### config.mk
export PLATFORM = sky130hd
export DESIGN_NAME = return_stack
export DESIGN_NICKNAME = d
export VERILOG_FILES = /design/src/rtl/return_stack.sv
export SDC_FILE = /design/constraint.sdc
export NUM_CORES = 1
export LEC_CHECK = 0
export ABC_AREA = 1
export BUFFER_PORTS_ARGS = -buffer_cell sky130_fd_sc_hd__buf_2
export CAP_MARGIN = 0
export CORE_UTILIZATION = 40
export DETAILED_ROUTE_END_ITERATION = 12
export MAX_ROUTING_LAYER = met4
export SKIP_CTS_REPAIR_TIMING = 1
export SYNTH_ARGS = -nofsm -noshare
export SYNTH_HDL_FRONTEND = slang
export SYNTH_SLANG_ARGS = --single-unit
### constraint.sdc
create_clock -name i_clk -period 4.2 [get_ports i_clk]
set_input_delay 0.63 -clock i_clk [delete_from_list [all_inputs] [get_ports i_clk]]
set_output_delay 0.63 -clock i_clk [all_outputs]
set_load 0.01 [all_outputs]
### src/rtl/return_stack.sv
// LIFO return-address stack feeding the PC parallel-load bus; state advances only on clock-enabled edges.
// Define RETURN_STACK_ERR_EN to build the sticky overflow/underflow flags; otherwise they read 0.
module return_stack #(
  parameter  int DATA_WIDTH = 8,
  parameter  int DEPTH      = 4,
  localparam int CNT_WIDTH  = $clog2(DEPTH + 1)
) (
  input  logic                  i_clk,
  input  logic                  i_reset,
  input  logic                  i_clke,
  input  logic                  i_push,
  input  logic                  i_pop,
  input  logic                  i_err_clr,
  input  logic [DATA_WIDTH-1:0] i_data,
  output logic [DATA_WIDTH-1:0] o_data,
  output logic [CNT_WIDTH-1:0]  o_count,
  output logic                  o_empty,
  output logic                  o_full,
  output logic                  o_overflow,
  output logic                  o_underflow
);

  localparam int                   IDX_WIDTH = $clog2(DEPTH);
  localparam logic [CNT_WIDTH-1:0] DEPTH_C   = CNT_WIDTH'(DEPTH);
  localparam logic [CNT_WIDTH-1:0] LAST_C    = CNT_WIDTH'(DEPTH - 1);

  logic [DATA_WIDTH-1:0] mem [DEPTH];
  logic [CNT_WIDTH-1:0]  cnt;
  logic [CNT_WIDTH-1:0]  cnt_nxt;
  logic [CNT_WIDTH-1:0]  top_idx;
  logic [CNT_WIDTH-1:0]  wr_idx;
  logic [CNT_WIDTH-1:0]  wr_sel;
  logic                  do_write;
  logic                  set_ovf;
  logic                  set_unf;

  // Indices stay within 0..DEPTH-1 even for the unreachable edge cases.
  always_comb begin
    top_idx = (cnt == '0) ? '0 : cnt - 1'b1;
    wr_idx  = (cnt >= DEPTH_C) ? LAST_C : cnt;
  end

  // NOTE: every output of this always_comb gets a default first, so no latch is inferred.
  always_comb begin
    cnt_nxt  = cnt;
    wr_sel   = wr_idx;
    do_write = 1'b0;
    set_ovf  = 1'b0;
    set_unf  = 1'b0;
    unique case ({i_push, i_pop})
      2'b10: begin
        if (cnt < DEPTH_C) begin
          do_write = 1'b1;
          cnt_nxt  = cnt + 1'b1;
        end else begin
          set_ovf = 1'b1;
        end
      end
      2'b01: begin
        if (cnt != '0) cnt_nxt = cnt - 1'b1;
        else           set_unf = 1'b1;
      end
      2'b11: begin
        // Replace-top when non-empty; on an empty stack this is a plain push into slot 0.
        do_write = 1'b1;
        if (cnt != '0) wr_sel  = top_idx;
        else           cnt_nxt = cnt + 1'b1;
      end
      default: ;
    endcase
  end

  // NOTE: sequential state uses non-blocking assignments so every register samples pre-edge values.
  always_ff @(posedge i_clk) begin
    if (i_reset)     cnt <= '0;
    else if (i_clke) cnt <= cnt_nxt;
  end

  // NOTE: entry storage is deliberately not reset; cnt alone defines which entries are valid.
  always_ff @(posedge i_clk) begin
    if (!i_reset && i_clke && do_write) mem[IDX_WIDTH'(wr_sel)] <= i_data;
  end

  assign o_count = cnt;
  assign o_empty = (cnt == '0);
  assign o_full  = (cnt == DEPTH_C);
  assign o_data  = o_empty ? '0 : mem[IDX_WIDTH'(top_idx)];

`ifdef RETURN_STACK_ERR_EN
  logic ovf_q;
  logic unf_q;

  // Set has priority over clear within the same enabled edge.
  always_ff @(posedge i_clk) begin
    if (i_reset) begin
      ovf_q <= 1'b0;
      unf_q <= 1'b0;
    end else if (i_clke) begin
      if (set_ovf)        ovf_q <= 1'b1;
      else if (i_err_clr) ovf_q <= 1'b0;
      if (set_unf)        unf_q <= 1'b1;
      else if (i_err_clr) unf_q <= 1'b0;
    end
  end

  assign o_overflow  = ovf_q;
  assign o_underflow = unf_q;
`else
  logic unused_err;
  assign unused_err  = ^{i_err_clr, set_ovf, set_unf};
  assign o_overflow  = 1'b0;
  assign o_underflow = 1'b0;
`endif

endmodule

# After elaboration in Yosys (flattened, before gate mapping)
# Memories as Yosys holds them, arrays and structs flattened.
# Cells that the tools add are included.
totals:
  register_bits: 3
  ramBits: 32
  inputBits: 14
  output_inout_bits: 15
  wordCells: 33
  n_memories: 1
op_classes:
  addsub: 2
  magnitude_cmp: 2
  n_eq_ne: 7
  n_mux: 13
  reduce_logical: 7
mem_list:
  columns: ["memory", "depth", "width", "rd", "rd_ports_with_merged_regs", "wr", "line_no", "source"]
  rows:
  - ["mem", 4, 8, 1, 0, 1, "27", "logic [DATA_WIDTH-1:0] mem [DEPTH];"]
ops:
  columns: ["op", "n"]
  rows:
  - ["3-bit 2-to-1 mux", 3]
  - ["3-bit one-hot mux with 3 select lines", 1]
  - ["2-bit 2-to-1 mux", 4]
  - ["8-bit 2-to-1 mux", 1]
  - ["2-bit != test (second input constant)", 3]
  - ["3-bit nonzero test", 2]
  - ["5-bit AND reduction", 1]
  - ["2-bit == test (second input constant)", 2]
  - ["3-bit by 1-bit adder with 3-bit output (second input constant)", 1]
  - ["3-bit == test (second input constant)", 1]
  - ["3-bit greater-or-equal comparator (second input constant)", 1]
  - ["3-bit logical NOT", 1]
  - ["3-bit less-than comparator (second input constant)", 1]
  - ["1-bit 2-to-1 mux", 3]
  - ["3-bit by 1-bit subtractor with 3-bit output (second input constant)", 1]
  - ["2-bit by 1-bit == test with 1-bit output (second input constant)", 1]
  - ["1-bit logical AND", 2]
  - ["1-bit one-hot mux with 2 select lines", 1]
  - ["1-bit logical NOT", 1]

# Logic depth before layout (Yosys ltp)
logic_depth:
  ltp_word: 6
  mapped_depth: 12
  depth_no_buf: 10

# Worst setup path after synthesis
# No wires, ideal clock.
synth_timing:
  path_kind: "register to output"
  startpoint: "reg cnt[0], in the netlist o_count[0]"
  endpoint: "out o_data[1]"
  t_arrival_ns: 2.000
  required_time_ns: 3.570
  path_slack_ns: 1.570
  stages_incl_launch_ff: 12
  path_buffers: 3
  path_cell_list: "dfxtp_1 buf_2 inv_2 ha_1 ha_1 buf_6 nor2_4 buf_6 nand2_1 nand2_1 nand2_1 a21oi_1"
synth_between:
  elab_chain_len: 4
  word_cells_on_any_way: 5
  cone_classes: "add/sub: 1; mux: 2; reduce/logical: 1; memory: 1"
synth_rtl:
  columns: ["element", "line_no", "source"]
  rows:
  - ["start: declaration", "28", "logic [CNT_WIDTH-1:0] cnt;"]
  - ["start signal: assignment", "76", "else if (i_clke) cnt <= cnt_nxt;"]
  - ["3-bit logical NOT (*)", "85", "assign o_empty = (cnt == '0);"]
  - ["named net o_empty", "17", "output logic o_empty,"]
  - ["2-bit 2-to-1 mux", "39", "top_idx = (cnt == '0) ? '0 : cnt - 1'b1;"]
  - ["memory 4 x 8 bit", null, null]
  - ["8-bit 2-to-1 mux (*)", "87", "assign o_data = o_empty ? '0 : mem[IDX_WIDTH'(top_idx)];"]
  - ["end: declaration", "15", "output logic [DATA_WIDTH-1:0] o_data,"]
# Mark *: on every way through the listed nets, which the timed path passes. The rest lies on a longest branch.

# Final worst setup path
layout_timing:
  startpoint: "reg cnt[0], in the netlist o_count[0]"
  endpoint: "out o_data[6]"
layout_between:
  elab_chain_len: 4
  word_cells_on_any_way: 5
  cone_classes: "add/sub: 1; mux: 2; reduce/logical: 1; memory: 1"
layout_rtl:
  columns: ["element", "line_no"]
  rows:
  - ["3-bit by 1-bit subtractor with 3-bit output / 3-bit logical NOT (equally long branches)", null]
  - ["2-bit 2-to-1 mux", "39"]
  - ["memory 4 x 8 bit", null]
  - ["8-bit 2-to-1 mux (*)", "87"]
# Every way passes the cells marked *; elsewhere a longest branch is shown, timed or not.

==> run_results.csv <==
group,metric,value,unit
outcome,outcome,"complete, no violations",
final_layout,flow.area_growth_from_synthesis,13.10,%
global_route,grt_pass1_wl,5568,um
sta,final_hold_viol_count,0,
pwr,power.density,421.1,nW/um2
logic_synthesis,post-synth-top-count-cell,"sky130_fd_sc_hd__nand2_1",
global_route,met3_routing_resource_usage_after_global_routing,0.04054,
placed_design,finalWeightedCongestion,0.7888,
global_route,antenna_found_initial,0,
final_layout,antenna_cells_inserted,0,
placed_design,placed_cell_area,1871,um2
sta,max_freq,285.3,MHz
pwr,ir_worst_vdd,257.1,uV
global_route,all_layer_global_routing_usage,0.1783,
setup_path,slowest_delay,0.85,ns
hold_path,worstHoldStart,"i_data[1]",
flow_run,maxCapViolations,0,
pwr,power_frac_seq,0.491,
drt,drtPass1Iterations,4,
final_layout,finish.instance_area,1956,um2
logic_synthesis,synth_area,1729,um2
setup_path,critical_path.slowest_cell,"sky130_fd_sc_hd__dfxtp_1",
die,die-height,67.75,um
setup_path,reg2reg_from,"o_count[0]",
final_layout,fraction_of_final_layout_cells_with_drive_strength_greater_than_1,0.2319,
setup_path,worst_setup_path_end_kind,"output pin",
logic_synthesis,synth.lib_cells_used.distinct,21,
pwr,switching_share,0.3029,
logic_synthesis,synth.top_cells.by_area,"sky130_fd_sc_hd__edfxtp_1, sky130_fd_sc_hd__nand2_1, sky130_fd_sc_hd__o21ai_0",
global_route,global_route.overflow_total,0,
sta,timing.max_slew.rel_slack,0.4430,
cts,numClockSinks,35,
hold_path,hold_end,"mem[2][1]",
die,die_w,67.75,um
pwr,cellInternalPower,0.5741,mW
setup_path,crit_top_cell,"sky130_fd_sc_hd__nand2_1",
setup_path,r2r-end,"mem[2][2]",
setup_path,cp_data_arrival_time,2.88,ns
placed_design,buffer_ports.inserted,25,
sta,timing.final.setup_violations,0,
logic_synthesis,synth_largest_area_cell,"sky130_fd_sc_hd__edfxtp_1",
logic_synthesis,synthDominantCellAreaShare,0.5557,
pwr,p_clk_frac,0.275,
sta,grt_setup_unrepaired,"no",
sta,final_max_slew_viol_count,0,
drt,vias_per_cell,4.864,
pwr,p_switching,0.2494,mW
final_layout,design.final.nets,225,
pwr,p_leak,0.8236,nW
cts,clock-root-buffer,"sky130_fd_sc_hd__clkbuf_8",
placed_design,dpl.hpwl,2206,um
final_layout,num-fill-cells,401,
logic_synthesis,synth_top_flop_cell,"sky130_fd_sc_hd__edfxtp_1",
setup_path,timing.critical_path.fanout_max,23,
logic_synthesis,most_instantiated_cells_after_synthesis,"sky130_fd_sc_hd__nand2_1, sky130_fd_sc_hd__edfxtp_1, sky130_fd_sc_hd__o21ai_0",
sta,measured_slew_at_the_worst_slew_check_pin,0.8324,ns
logic_synthesis,synth.yosys.warnings,0,
pwr,total_power_consumption,0.8235,mW
logic_synthesis,ys_seq_area_frac,0.5904,
global_route,number_of_global_route_vias_before_repair,1227,
hold_path,min-delay-path-class,"in -> reg",
setup_path,crit_path_cell_trace,"inv_2 -> ha_1 -> ha_1 -> nor2_4 -> nand2_1 -> nand2_1 -> nand2_1 -> a21oi_1 -> buf_2",
die,design.core.area,4086,um2
setup_path,critical_path_buf_inv_count,2,
cts,clock_h_tree_levels,2,
die,ioPinCount,29,
drt,route.vias.total,1250,
setup_path,timing_worst_setup_path_type,"reg -> out",
logic_synthesis,edff_count_synth,32,
die,num_rows,23,
hold_path,hold_path_depth,1,
setup_path,critPathRequiredTime,3.57,ns
drt,avg_wl_per_cell,13.05,um
setup_path,r2r_cells,8,
drt,drc,0,
global_route,grtUsageMet1,0.1952,
sta,setup-tns-final,0,ns
final_layout,area_occupied_by_registers,1021,um2
die,initial_core_util,0.4231,
drt,initial_drt_markers,56,
drt,routed_wirelength,3353,um
sta,finClkSkew,0.007221,ns
logic_synthesis,asyncSetResetFlopFracSynth,0,
global_route,grt_max_degree,24,
cts,clock_path_buffers,2,
final_layout,multiInputGateArea,603.1,um2
pwr,comb_power_share,0.234,
final_layout,post-route-util,0.4786,
setup_path,rrSetupSlack,1.21,ns
cts,insertion_delay,0.28,ns
cts,tritoncts_clock_tree,"yes",
sta,period_share,0.8346,
logic_synthesis,netlist_instances,180,
cts,cts_inserted_buffers,5,
setup_path,crit_cells,9,
die,dieArea,4590,um2
logic_synthesis,synth_seq_cells,35,
cts,worst_setup_hold_path_clk_slew,0.07,ns
global_route,grt_use_met2,0.2983,
setup_path,critPathLaunchType,"flip-flop",
setup_path,crit_family,"flip-flops",
logic_synthesis,mean_instance_size_in_the_synthesized_netlist,9.606,um2
drt,postRouteAntennaNets,0,
global_route,gr-max-usage-layer,"met2",
sta,final.min_clock_period,3.505,ns
==> cell families (layout without fill, tap and decap cells) <==
group                    Yosys count  after routing  synth area share
flip-flops                        35             35            0.5904
AO/OA/AOI/OAI                     29             29           0.09697
adder cells (fa/ha/maj)            5              5           0.03618
AND/OR/NAND/NOR                   89             89            0.2113
buffers and inverters             21             47           0.06295
other                              1              2          0.002169
==> registers in the layout, summed over array words and instances (netlist names) <==
register / flops
mem: 32
o_count: 3
==> area by class of cell <==
type | instances | area share
sequential | 35 | 0.5221
tap | 50 | 0.03199
multi-input combinational | 125 | 0.3084
timing repair buffer | 26 | 0.06782
clock inverter | 2 | 0.006398
clock buffer | 6 | 0.03711
inverter | 13 | 0.02623
==> stage by stage <==
step / cells / hold WS [ns] / setup slack (ns)
floorplan: 181 / 0.5594 / 1.570
global placement: 249 / 0.5549 / 1.004
detailed placement: 249 / 0.5694 / 0.9578
CTS: 257 / 0.5583 / 0.6501
global route: 257 / 0.5548 / 0.3984
finish: 257 / 0.5600 / 0.6947
==> per-layer routing <==
layer,vias to the layer above,part of all wire
met1,565,0.43
met4,0,0.025
li1,640,-
met5,-,0
met3,10,0.052
met2,35,0.49
==> worst reg2reg max path, stage by stage, from the launching register on <==
cell	delay, ns
sky130_fd_sc_hd__dfxtp_1	0.85
sky130_fd_sc_hd__inv_2	0.10
sky130_fd_sc_hd__ha_1	0.32
sky130_fd_sc_hd__ha_1	0.25
sky130_fd_sc_hd__nor2_4	0.17
sky130_fd_sc_hd__inv_2	0.07
sky130_fd_sc_hd__o21ai_2	0.16
sky130_fd_sc_hd__inv_2	0.05
sky130_fd_sc_hd__nor2_1	0.65
==> worst max-delay path by stage <==
stage	start	endpoint	slack, ns
floorplan	o_count[0]	o_data[1]	1.57
global placement	o_count[0]	o_data[5]	1.00
detailed placement	o_count[0]	o_data[7]	0.96
CTS	o_count[0]	o_data[5]	0.65
global route	o_count[0]	o_data[5]	0.40
finish	o_count[0]	o_data[6]	0.69
==> power groups by stage <==
stage | sequential, mW | clock, mW | combinational, mW
final | 0.404 | 0.227 | 0.192
after global routing | 0.406 | 0.245 | 0.223
after CTS | 0.404 | 0.233 | 0.195
after detailed placement | 0.412 | 0 | 0.193
after global placement | 0.411 | 0 | 0.187
after floorplan | 0.407 | 0 | 0.149
==> placed cells by master, fill, tap and decap left out, types with 2 or more instances in the layout <==
cell                       instances
sky130_fd_sc_hd__o21ai_0          17
sky130_fd_sc_hd__dfxtp_1           3
sky130_fd_sc_hd__edfxtp_1         32
sky130_fd_sc_hd__ha_1              5
sky130_fd_sc_hd__nor2_4            2
sky130_fd_sc_hd__a21oi_2           2
sky130_fd_sc_hd__buf_2            25
sky130_fd_sc_hd__conb_1            2
sky130_fd_sc_hd__nand2_2           3
sky130_fd_sc_hd__nor2_1           11
sky130_fd_sc_hd__nand3_1           5
sky130_fd_sc_hd__inv_2             4
sky130_fd_sc_hd__a21oi_1           8
sky130_fd_sc_hd__inv_1             8
sky130_fd_sc_hd__clkbuf_8          5
sky130_fd_sc_hd__nand2_1          67
Power figures use the tool's default switching activity.
